[config.mk]
export PLATFORM = sky130hd
export DESIGN_NAME = maxpool_stage
export DESIGN_NICKNAME = d
export VERILOG_FILES = /design/src/rtl/maxpool_stage.sv
export SDC_FILE = /design/constraint.sdc
export NUM_CORES = 1
export LEC_CHECK = 0
export ABC_AREA = 1
export ABC_CLOCK_PERIOD_IN_PS = 4000
export CORE_MARGIN = 4
export CORE_UTILIZATION = 55
export DETAILED_ROUTE_END_ITERATION = 10
export PLACE_DENSITY = 0.69
export SLEW_MARGIN = 20
export SYNTH_ARGS = -nofsm -noshare
export SYNTH_HDL_FRONTEND = slang
export SYNTH_SLANG_ARGS = --single-unit
[constraint.sdc]
create_clock -name clk -period 4 [get_ports clk]
set_clock_uncertainty 0.05 [all_clocks]
set_input_delay 0.4 -clock clk [delete_from_list [all_inputs] [get_ports clk]]
set_output_delay 0.4 -clock clk [all_outputs]
set_load 0.01 [all_outputs]
[src/rtl/maxpool_stage.sv]
// 2x2 signed max-pooling stage for a raster-ordered feature map.
// The horizontal max is formed on the fly; the vertical max uses a half-width line buffer.
module maxpool_stage #(
  parameter int DW   = 20,
  parameter int COLS = 64,
  parameter int ROWS = 64,
  parameter int AW   = 10
) (
  input  logic                 clk,
  input  logic                 reset,
  input  logic                 in_valid,
  input  logic signed [DW-1:0] in_data,
  output logic                 in_ready,
  output logic                 out_valid,
  output logic signed [DW-1:0] out_data,
  output logic [AW-1:0]        out_addr,
  output logic                 done
);

  localparam int CW = $clog2(COLS);
  localparam int RW = $clog2(ROWS);
  localparam int HC = COLS / 2;
  localparam int HW = (HC > 1) ? $clog2(HC) : 1;

  typedef enum logic [1:0] {
    ST_FILL = 2'd0,
    ST_POOL = 2'd1,
    ST_DONE = 2'd2
  } state_t;

  state_t                 state_r, state_nx_s;
  logic [CW-1:0]          c_r;
  logic [RW-1:0]          r_r;
  logic [AW-1:0]          oaddr_r;
  logic signed [DW-1:0]   hmax_r;
  logic signed [DW-1:0]   linebuf_r [HC];
  logic                   out_valid_r;
  logic signed [DW-1:0]   out_data_r;
  logic [AW-1:0]          out_addr_r;

  logic                   xfer_s;
  logic                   last_col_s;
  logic                   last_row_s;
  logic [HW-1:0]          lb_idx_s;
  logic signed [DW-1:0]   h_s;
  logic signed [DW-1:0]   lb_rd_s;

  function automatic logic signed [DW-1:0] smax(input logic signed [DW-1:0] a,
                                                input logic signed [DW-1:0] b);
    if (a > b) begin
      return a;
    end else begin
      return b;
    end
  endfunction

  // Transfer qualification, horizontal max and line buffer read
  always_comb begin
    xfer_s     = in_valid && (state_r != ST_DONE);
    last_col_s = (c_r == CW'(COLS - 1));
    last_row_s = (r_r == RW'(ROWS - 1));
    lb_idx_s   = HW'(c_r >> 1);
    h_s        = smax(hmax_r, in_data);
    lb_rd_s    = linebuf_r[lb_idx_s];
  end

  // FSM next-state: row parity selects FILL/POOL, DONE lasts one cycle
  always_comb begin
    state_nx_s = state_r;
    case (state_r)
      ST_FILL: begin
        if (xfer_s && last_col_s) begin
          state_nx_s = ST_POOL;
        end else begin
          state_nx_s = ST_FILL;
        end
      end
      ST_POOL: begin
        if (xfer_s && last_col_s) begin
          if (last_row_s) begin
            state_nx_s = ST_DONE;
          end else begin
            state_nx_s = ST_FILL;
          end
        end else begin
          state_nx_s = ST_POOL;
        end
      end
      ST_DONE: state_nx_s = ST_FILL;
      default: state_nx_s = ST_FILL;
    endcase
  end

  // FSM state register
  always_ff @(posedge clk) begin
    if (reset) begin
      state_r <= ST_FILL;
    end else begin
      state_r <= state_nx_s;
    end
  end

  // Counters, horizontal hold register and registered pooled output
  always_ff @(posedge clk) begin
    if (reset) begin
      c_r         <= '0;
      r_r         <= '0;
      oaddr_r     <= '0;
      hmax_r      <= '0;
      out_valid_r <= 1'b0;
      out_data_r  <= '0;
      out_addr_r  <= '0;
    end else begin
      out_valid_r <= 1'b0;
      if (state_r == ST_DONE) begin
        c_r     <= '0;
        r_r     <= '0;
        oaddr_r <= '0;
      end else if (xfer_s) begin
        if (last_col_s) begin
          c_r <= '0;
          if (last_row_s) begin
            r_r <= '0;
          end else begin
            r_r <= r_r + RW'(1);
          end
        end else begin
          c_r <= c_r + CW'(1);
        end
        // Outputs are produced in raster order, so a running index equals (r/2)*(COLS/2)+c/2
        if (!c_r[0]) begin
          hmax_r <= in_data;
        end else if (state_r == ST_POOL) begin
          out_valid_r <= 1'b1;
          out_data_r  <= smax(h_s, lb_rd_s);
          out_addr_r  <= oaddr_r;
          oaddr_r     <= oaddr_r + AW'(1);
        end else begin
          hmax_r <= hmax_r;
        end
      end else begin
        c_r <= c_r;
      end
    end
  end

  // Line buffer write; never cleared because each entry is rewritten before it is read
  always_ff @(posedge clk) begin
    if (!reset && xfer_s && (state_r == ST_FILL) && c_r[0]) begin
      linebuf_r[lb_idx_s] <= h_s;
    end else begin
      linebuf_r[lb_idx_s] <= linebuf_r[lb_idx_s];
    end
  end

  assign in_ready  = (state_r != ST_DONE);
  assign done      = (state_r == ST_DONE);
  assign out_valid = out_valid_r;
  assign out_data  = out_data_r;
  assign out_addr  = out_addr_r;

endmodule

# Word-level counts from Yosys, hierarchy flattened
# Memory sizes are Yosys's and may differ from the RTL's. A register that Yosys moved wholly into a read port is not among the register bits.
# Index checks and enable logic that the tools add are counted.
classes:
  n_mux: 15
  magnitude_cmp: 2
  eq_ne: 5
  n_reduce_logical: 13
  bitwise: 4
  add_sub_neg: 3
op_table:
  columns: ["cell", "count"]
  rows:
  - ["two-way mux 20 bit", 3]
  - ["> comparator 20 bit", 2]
  - ["adder 6 x 1 -> 6 bit (second input constant)", 2]
  - ["equality test 6 bit (second input constant)", 2]
  - ["two-way mux 6 bit", 2]
  - ["adder 10 x 1 -> 10 bit (second input constant)", 1]
  - ["two-way mux 5 bit", 2]
  - ["AND reduction 3 bit", 2]
  - ["logical AND 1 bit", 5]
  - ["two-way mux 1 bit", 5]
  - ["two-way mux 2 bit", 2]
  - ["case mux 2 bit (2 select lines)", 1]
  - ["AND reduction 4 bit", 1]
  - ["OR reduction 4 bit", 1]
  - ["NOT 1 bit", 3]
  - ["equality test 2 x 1 -> 1 bit (second input constant)", 1]
  - ["equality test 2 bit (second input constant)", 1]
  - ["logical NOT 2 bit", 1]
  - ["inequality test 2 bit (second input constant)", 1]
  - ["AND reduction 2 bit", 1]
  - ["OR reduction 2 bit", 1]
  - ["logical NOT 1 bit", 1]
  - ["bitwise OR 1 bit", 1]
word_totals:
  wordCells: 51
  out_inout_bits: 33
  n_memories: 1
  reg_bits: 75
  ram_bits: 640
  in_bits: 23
memory_table:
  columns: ["name", "depth", "width", "rd", "rd_clocked_by_memory_dff", "wr", "line", "source"]
  rows:
  - ["linebuf_r", 32, 20, 1, 1, 1, "36", "logic signed [DW-1:0] linebuf_r [HC];"]

# Depth between registers and ports, before layout
# Gate-level depths: netlist of the first run.
logic_depth:
  ltp_word: 8
  mapped_depth: 32
  depth_no_buf: 30

# Least setup slack after synthesis of the first run
# OpenSTA, ideal clock, no wires.
synth_timing:
  kind: "input-to-reg"
  start: "input port in_data[19]"
  end: "register out_data_r[0], in the netlist out_data[0]"
  slack_ns: 0.574
  n_path_buf: 2
  t_required_ns: 3.818
  setup_ns: 0.132
  path_stages: 27
  arrival_ns: 3.243
  path_cell_list: "inv_1 > ha_1 > nand2_1 > inv_1 > nand2_1 > nand2_1 > a21oi_1 > nand3_2 > nand2_1 > nand3_1 > buf_4 > nand2_1 > and2_1 > inv_2 > ha_1 > nand2_1 > nor2_1 > nand2_1 > nor2_1 > nand2_1 > nand4_1 > nand2_1 > nand2_1 > clkbuf_1 > a21oi_1 > nand2_1 > a21oi_1"
synth_via:
  elab_chain_len: 4
synth_lines:
  columns: ["item", "line", "source"]
  rows:
  - ["from (decl)", "12", "input logic signed [DW-1:0] in_data,"]
  - ["> comparator 20 bit", "50", "if (a > b) begin"]
  - ["two-way mux 20 bit (*)", "50", null]
  - ["> comparator 20 bit", "50", null]
  - ["two-way mux 20 bit (*)", "50", null]
  - ["to (signal assigned)", "135", "out_data_r <= smax(h_s, lb_rd_s);"]
  - ["to (decl)", "38", "logic signed [DW-1:0] out_data_r;"]
# Mark *: on every way between the ends. The rest lies on a longest branch, timed or not.
# A chain may end at the register's enable or synchronous reset.

==> results of run 1 <==
critical path: stages, from the launching register on:
cell and delay [ns]:
dfxtp_4 0.42, inv_16 0.18, buf_8 0.24, buf_4 0.19, o21ai_0 0.08, o211ai_1 0.23, nand2_1 0.21, nand3_1 0.12
nand2_1 0.18, ha_1 0.34, nand2_1 0.07, nor2_2 0.12, nand2_1 0.10, nor2_2 0.11, nand2_1 0.07, nand3_1 0.08
nand2_1 0.10, a21boi_4 0.23, buf_6 0.20, nand3_1 0.09, nand2_1 0.07, a21oi_1 0.06
layer usage:
layer	routed length, µm	vias up
met2	39600	992
li1	-	10215
met1	33200	10685
met3	7230	185
met4	2840	0
met5	0	-
per-stage QoR:
stage	TNS [ns]	hold slack (ns)	setup WS, ns	util, %	area [µm²]
3_3_place_gp	-1.94	0.411	-0.105	59.9	33100
4_1_cts	0	0.421	0.125	63.8	35300
2_1_floorplan	0	0.398	0.574	-	30800
5_1_grt	0	0.442	0.0129	64.2	35500
6_report	0	0.417	0.257	64.2	35500
3_5_place_dp	-4.58	0.408	-0.243	59.9	33100
area by class of cell:
class	count	area, µm²	area share (%)
Sequential cell	720	20800	58.6
Multi-Input combinational cell	1879	8840	24.9
Inverter	119	467	1.31
Clock inverter	26	150	0.423
Timing Repair Buffer	212	2290	6.46
Tap cell	748	936	2.63
Clock buffer	100	2010	5.67
flip-flops by register name (all words and copies together) (netlist names), named ones only:
signal	flops
c_r	6
out_data	20
oaddr_r	10
out_addr	10
state_r	2
r_r	6
hmax_r	20
linebuf_r	640
out_valid	1
worst min-delay path by stage:
stage                      from           to  slack, ns  cells past startpoint
global route        out_addr[9]  out_addr[9]       0.44                      2
floorplan             hmax_r[0]    hmax_r[0]       0.40                      2
global placement    out_data[6]  out_data[6]       0.41                      2
detailed placement  out_addr[3]  out_addr[3]       0.41                      2
finish              out_addr[9]  out_addr[9]       0.42                      2
CTS                 out_addr[9]  out_addr[9]       0.42                      2
timing repair:
| action | CTS | global route |
|---|---|---|
| endpoints found under the setup margin | 0 | 20 |
| buffers inserted | 0 | 2 |
| resized for setup | 0 | 34 |
cell usage after synthesis (all sizes together):
cell type  instances  share of area, %
a211oi             1             0.024
a21boi             1             0.024
a21o               2             0.049
a21oi            149               2.4
and2              15              0.30
buf              122               2.5
clkbuf            45              0.55
clkinv             1             0.012
dfxtp             80               5.2
edfxtp           640                62
ha                43               1.7
inv              118               1.5
nand2            971                12
nand3            443               7.2
nand4              6              0.12
nor2              98               1.3
nor3              10              0.20
nor3b              3             0.073
nor4               1             0.020
o211ai            28              0.68
o21ai            102               1.7
o21bai             1             0.024
xnor2              1             0.028
xor2               4              0.11
cell families (layout without fill, tap and decap cells):
family / count (synthesis) / after routing / synth area share [%]
AOI/OAI and AO/OA: 284 / 284 / 4.91
DFF: 720 / 720 / 67.6
and+or+nand+nor: 1547 / 1547 / 21.1
buffers and inverters: 286 / 457 / 4.54
adders and majority gates: 43 / 43 / 1.75
xor gates and xnor gates: 5 / 5 / 0.142
cell usage in the layout, fill, tap and decap left out, drive strengths merged, types with 2 or more instances in the layout:
cell | synthesis | layout
o211ai | 28 | 28
dfxtp | 80 | 80
buf | 122 | 153
clkinv | 1 | 23
xor2 | 4 | 4
inv | 118 | 120
a21o | 2 | 2
edfxtp | 640 | 640
nand2 | 971 | 971
clkbuf | 45 | 104
nand3 | 443 | 443
nor3 | 10 | 10
nor2 | 98 | 98
nand4 | 6 | 6
nor3b | 3 | 3
clkdlybuf4s50 | 0 | 55
a21oi | 149 | 149
ha | 43 | 43
o21ai | 102 | 102
and2 | 15 | 15
power breakdown:
group          switching (mW)  internal [mW]
logic                    1.71          0.775
clock network            2.70           3.58
registers              0.0412           8.76
==> results.sh, run 1 <==
export IMPL_status="finished, final reports clean"
export IMPL_finalHoldViolations=0
export IMPL_antenna_found_initial=1
export IMPL_ys_types=36
export IMPL_yosysSeqAreaShare_pct=67.6
export IMPL_clock_latency_ns=0.60
export IMPL_area_delta_synth_final_pct=15.4
export IMPL_vdd_ir_drop_max_mv=0.400
export IMPL_cp_endpoint="out_data[10]"
export IMPL_track_usage_pct=27.3
export IMPL_wire_per_inst_um=21.8
export IMPL_htreeDepth=3
export IMPL_drt_iter0_markers=2544
export IMPL_synth_area_um2=30800
export IMPL_finalCritPeriodShare_pct=93.6
export IMPL_firstDrtPassIters=6
export IMPL_clk_pin_slew_worst_paths_ns=0.06
export IMPL_timing_fmax_mhz=267
export IMPL_relSlewSlack_pct=33.5
export IMPL_final_max_slew_violation_count=0
export IMPL_row_count=86
export IMPL_cts_root_buffer_cell="clkbuf_16"
export IMPL_portBuffers=55
export IMPL_start_kind="register"
export IMPL_initial_core_util_pct=55.7
export IMPL_vias=22077
export IMPL_drive_gt1_share_pct=11.3
export IMPL_ant_nets=0
export IMPL_grt_pass1_vias=21065
export IMPL_hold_path_class="register to register"
export IMPL_reg2reg_depth=21
export IMPL_die_w_um=245
export IMPL_routed_wl_um=82800
export IMPL_synth_seq_cells=720
export IMPL_fill_cells=4269
export IMPL_crit_fanout=40
export IMPL_hpwl_um=48400
export IMPL_power_density_nw_per_um2=494
export IMPL_core_area_um2=55300
export IMPL_grt_use_met3_pct=5.06
export IMPL_tightest_slew_ns=0.996
export IMPL_fin_cells=3804
export IMPL_fin_crit_ns=3.74
export IMPL_place_congestion=0.881
export IMPL_cp_end_kind="register"
export IMPL_p_total_mw=17.6
export IMPL_grt_overflow_total=0
export IMPL_worstSetupPathType="register to register"
export IMPL_finalSetupViolations=0
export IMPL_syn_inst=2885
export IMPL_clock_sinks=720
export IMPL_cp_required_ns=4.42
export IMPL_syn_nets=2951
export IMPL_cts_tree="yes"
export IMPL_grt_use_met1_pct=37.5
export IMPL_die_area_um2=59800
export IMPL_num_io_pins=56
export IMPL_yosysWarnings=0
export IMPL_leakage_nw=13.2
export IMPL_nets=3072
export IMPL_crit_arrival_ns=4.16
export IMPL_gr_usage_met2_pct=44.1
export IMPL_die_y_um=245
export IMPL_dp_cells=3670
export IMPL_reg2reg_slack_ns=0.26
export IMPL_syn_area_per_cell_um2=10.7
export IMPL_clk_path_buf_depth=3
export IMPL_drc_errors=0
export IMPL_busiest_layer="met2"
export IMPL_r2r_end="out_data[10]"
export IMPL_viasPerCell=5.80
export IMPL_cts_buffers=74
export IMPL_grt_start_max_net_pins=62
export IMPL_rsz0062_at_grt="no"
export IMPL_n_antenna_cell=0
export IMPL_maxCapViolations=0
export IMPL_grt_pass1_wl_um=125000
export IMPL_cts_hold_buf=0
(Power assumes the default switching activity.)
==> run 2, diff against run 1 <==
--- a/config.mk
+++ b/config.mk
@@ -8,9 +8,9 @@
 export ABC_AREA = 1
 export ABC_CLOCK_PERIOD_IN_PS = 4000
 export CORE_MARGIN = 4
-export CORE_UTILIZATION = 55
+export CORE_UTILIZATION = 60
 export DETAILED_ROUTE_END_ITERATION = 10
-export PLACE_DENSITY = 0.69
+export PLACE_DENSITY = 0.74
 export SLEW_MARGIN = 20
 export SYNTH_ARGS = -nofsm -noshare
 export SYNTH_HDL_FRONTEND = slang
==> run 2 against run 1 <==
Against the previous run: register-to-register slack got worse by 0.06 ns; setup slack worse by 0.056 ns; sequential share of layout area increased by 0.12 points; utilization is 6.0 points higher; global-route usage increased by 2.4 points; maximum frequency down 1.5%; die area fell by 8.1%; cell area shrank 0.22%; via count is 1.2% higher; non-clock buffer count fell by 8; sequential cell count unchanged; critical path type unchanged.
==> results.sh, run 2 (synthesis gave the netlist of run 1 again) <==
export IMPL_vias=22345
export IMPL_die_w_um=235
export IMPL_cpMaxStageDelayCell="a21oi_1"
export IMPL_worstPathCellList="buf_12, inv_16, buf_12, nand2_1, nand3_1, nand3_1, a21oi_1, o21ai_1, ha_1, nand2_1, nand2_1, nand2_1, nand2_1, nand2_1, nand2_1, nand2_1, nand4_1, nand2_1, nand2_1, buf_12, a21oi_1, nand2_1, a21oi_1"
export IMPL_multi_input_area_um2=8810
export IMPL_ant_nets=0
export IMPL_viasPerCell=6.00
export IMPL_fin_crit_ns=3.80
export IMPL_htreeDepth=3
export IMPL_top_register="linebuf_r"
export IMPL_cp_num_cells=23
export IMPL_crit_top_cell="nand2_1"
export IMPL_cp_end_kind="register"
export IMPL_clkPwrFrac_pct=37.7
export IMPL_cts_buffers=71
export IMPL_initial_core_util_pct=61.0
export IMPL_place_worst_setup_slack_ns=-0.437
export IMPL_drc_errors=0
export IMPL_fin_util_pct=70.2
export IMPL_core_area_um2=50500
export IMPL_clock_sinks=720
export IMPL_tns_ns=0
export IMPL_clk_path_buf_depth=3
export IMPL_min_delay_path_depth=2
export IMPL_firstDrtPassIters=6
export IMPL_cpLargestDelayFamily="simple AND/OR/NAND/NOR gates"
export IMPL_clk_pin_slew_worst_paths_ns=0.06
export IMPL_finalSetupViolations=0
export IMPL_grt_start_max_net_pins=85
export IMPL_power_switching_mw=4.49
export IMPL_cp_required_ns=4.46
export IMPL_crit_fanout=51
export IMPL_combPwrFrac_pct=13.6
export IMPL_power_density_nw_per_um2=509
export IMPL_cts_root_buffer_cell="clkbuf_16"
export IMPL_die_area_um2=55000
export IMPL_track_usage_pct=29.7
export IMPL_seq_area_um2=20800
export IMPL_grt_pass1_wl_um=124000
export IMPL_finalCritPeriodShare_pct=95.0
export IMPL_grt_overflow_total=0
export IMPL_critPathBufInv=4
export IMPL_hold_path_class="input pin to register"
export IMPL_final_max_slew_violation_count=0
export IMPL_wire_per_inst_um=22.0
export IMPL_status="finished, final reports clean"
export IMPL_p_total_mw=18.0
export IMPL_num_io_pins=56
export IMPL_start_kind="register"
export IMPL_drive_gt1_share_pct=11.6
export IMPL_tightest_slew_ns=1.01
export IMPL_relSlewSlack_pct=32.9
export IMPL_largest_reg_flops=640
export IMPL_maxCapViolations=0
export IMPL_postLayoutSetupSlackWorst_ns=0.201
export IMPL_n_antenna_cell=0
export IMPL_fill_cells=3552
export IMPL_grt_pass1_vias=21480
export IMPL_routed_wl_um=82000
export IMPL_place_congestion=0.885
export IMPL_antenna_found_initial=2
export IMPL_switching_share_pct=24.9
export IMPL_clock_latency_ns=0.61
export IMPL_nets=3063
export IMPL_finalHoldViolations=0
export IMPL_layout_cells_most_common="nand2_1"
export IMPL_worstSetupPathType="register to register"
export IMPL_portBuffers=55
export IMPL_internal_power_mw=13.6
export IMPL_row_count=82
export IMPL_timing_fmax_mhz=263
export IMPL_leakage_nw=13.3
export IMPL_area_delta_synth_final_pct=15.1
export IMPL_mostFrequentLayoutCells="964 x nand2_1, 640 x edfxtp_1, 441 x nand3_1, 145 x a21oi_1, 110 x buf_4"
export IMPL_rsz0062_at_grt="yes"
export IMPL_vdd_ir_drop_max_mv=0.478
export IMPL_hpwl_um=48000
export IMPL_cts_tree="yes"
export IMPL_power_frac_seq_pct=48.7
export IMPL_crit_arrival_ns=4.26
export IMPL_die_y_um=235
export IMPL_max_stage_delay_ns=0.49
export IMPL_reg2reg_depth=23
export IMPL_drt_iter0_markers=2906
## run 2: final cells by class
type                    instances  area share (%)
clock inverters                34            1.08
well taps                     672            2.37
flip-flops and latches        720            58.8
multi-input cells            1881            24.8
inverters                     119            1.32
clock buffers                  92            5.65
repair buffers                204            5.98
## run 2: routing by layer
metal | GRT usage (%) | up-vias | share of wire (%)
li1 | - | 10182 | -
met1 | 41.0 | 10722 | 38
met2 | 47.2 | 1216 | 47
met3 | 5.77 | 225 | 11
met4 | 11.8 | 0 | 3.9
met5 | 0 | - | 0
## run 2: metrics by stage
stage               area (µm²)  hold WS (ns)  instances
finish                   35500         0.397       3722
global route             35500         0.393       3722
CTS                      35300         0.374       3714
detailed placement       32900         0.410       3588
global placement         32900         0.409       3588
floorplan                30800         0.398       2885
## run 2: path summary, 6_finish.rpt
| kind | to | slack (ns) | start |
|---|---|---|---|
| worst max-delay path | out_data[11] | 0.20 | register |
| worst min-delay path | state_r[1] | 0.40 | reset |
| worst max register to register | out_data[11] | 0.20 | register |
| worst min register to register | out_addr[2] | 0.42 | out_addr[2] |
## run 2: power by group through the flow
stage               clock, mW  combinational [mW]  sequential [mW]
finish                   6.80                2.45             8.79
global route             7.19                2.63             8.79
CTS                      6.85                2.31             8.80
detailed placement          0                2.30             8.95
global placement            0                2.22             8.95
floorplan                   0                1.27             8.97
## run 2: worst reg2reg max path, cell delays in order (launching register included)
cell and delay (ns):
dfxtp_4 0.35, buf_12 0.16, inv_16 0.21, buf_12 0.24, nand2_1 0.09, nand3_1 0.07
nand3_1 0.07, a21oi_1 0.49, o21ai_1 0.24, ha_1 0.35, nand2_1 0.07, nand2_1 0.05
nand2_1 0.05, nand2_1 0.05, nand2_1 0.06, nand2_1 0.08, nand2_1 0.09, nand4_1 0.18
nand2_1 0.13, nand2_1 0.09, buf_12 0.17, a21oi_1 0.13, nand2_1 0.10, a21oi_1 0.15
## run 2: what timing repair did
item,4_1_cts,5_1_grt
setup buffers,0,4
resized for setup,0,29
setup endpoints to repair,0,20
hold buffers,0,0
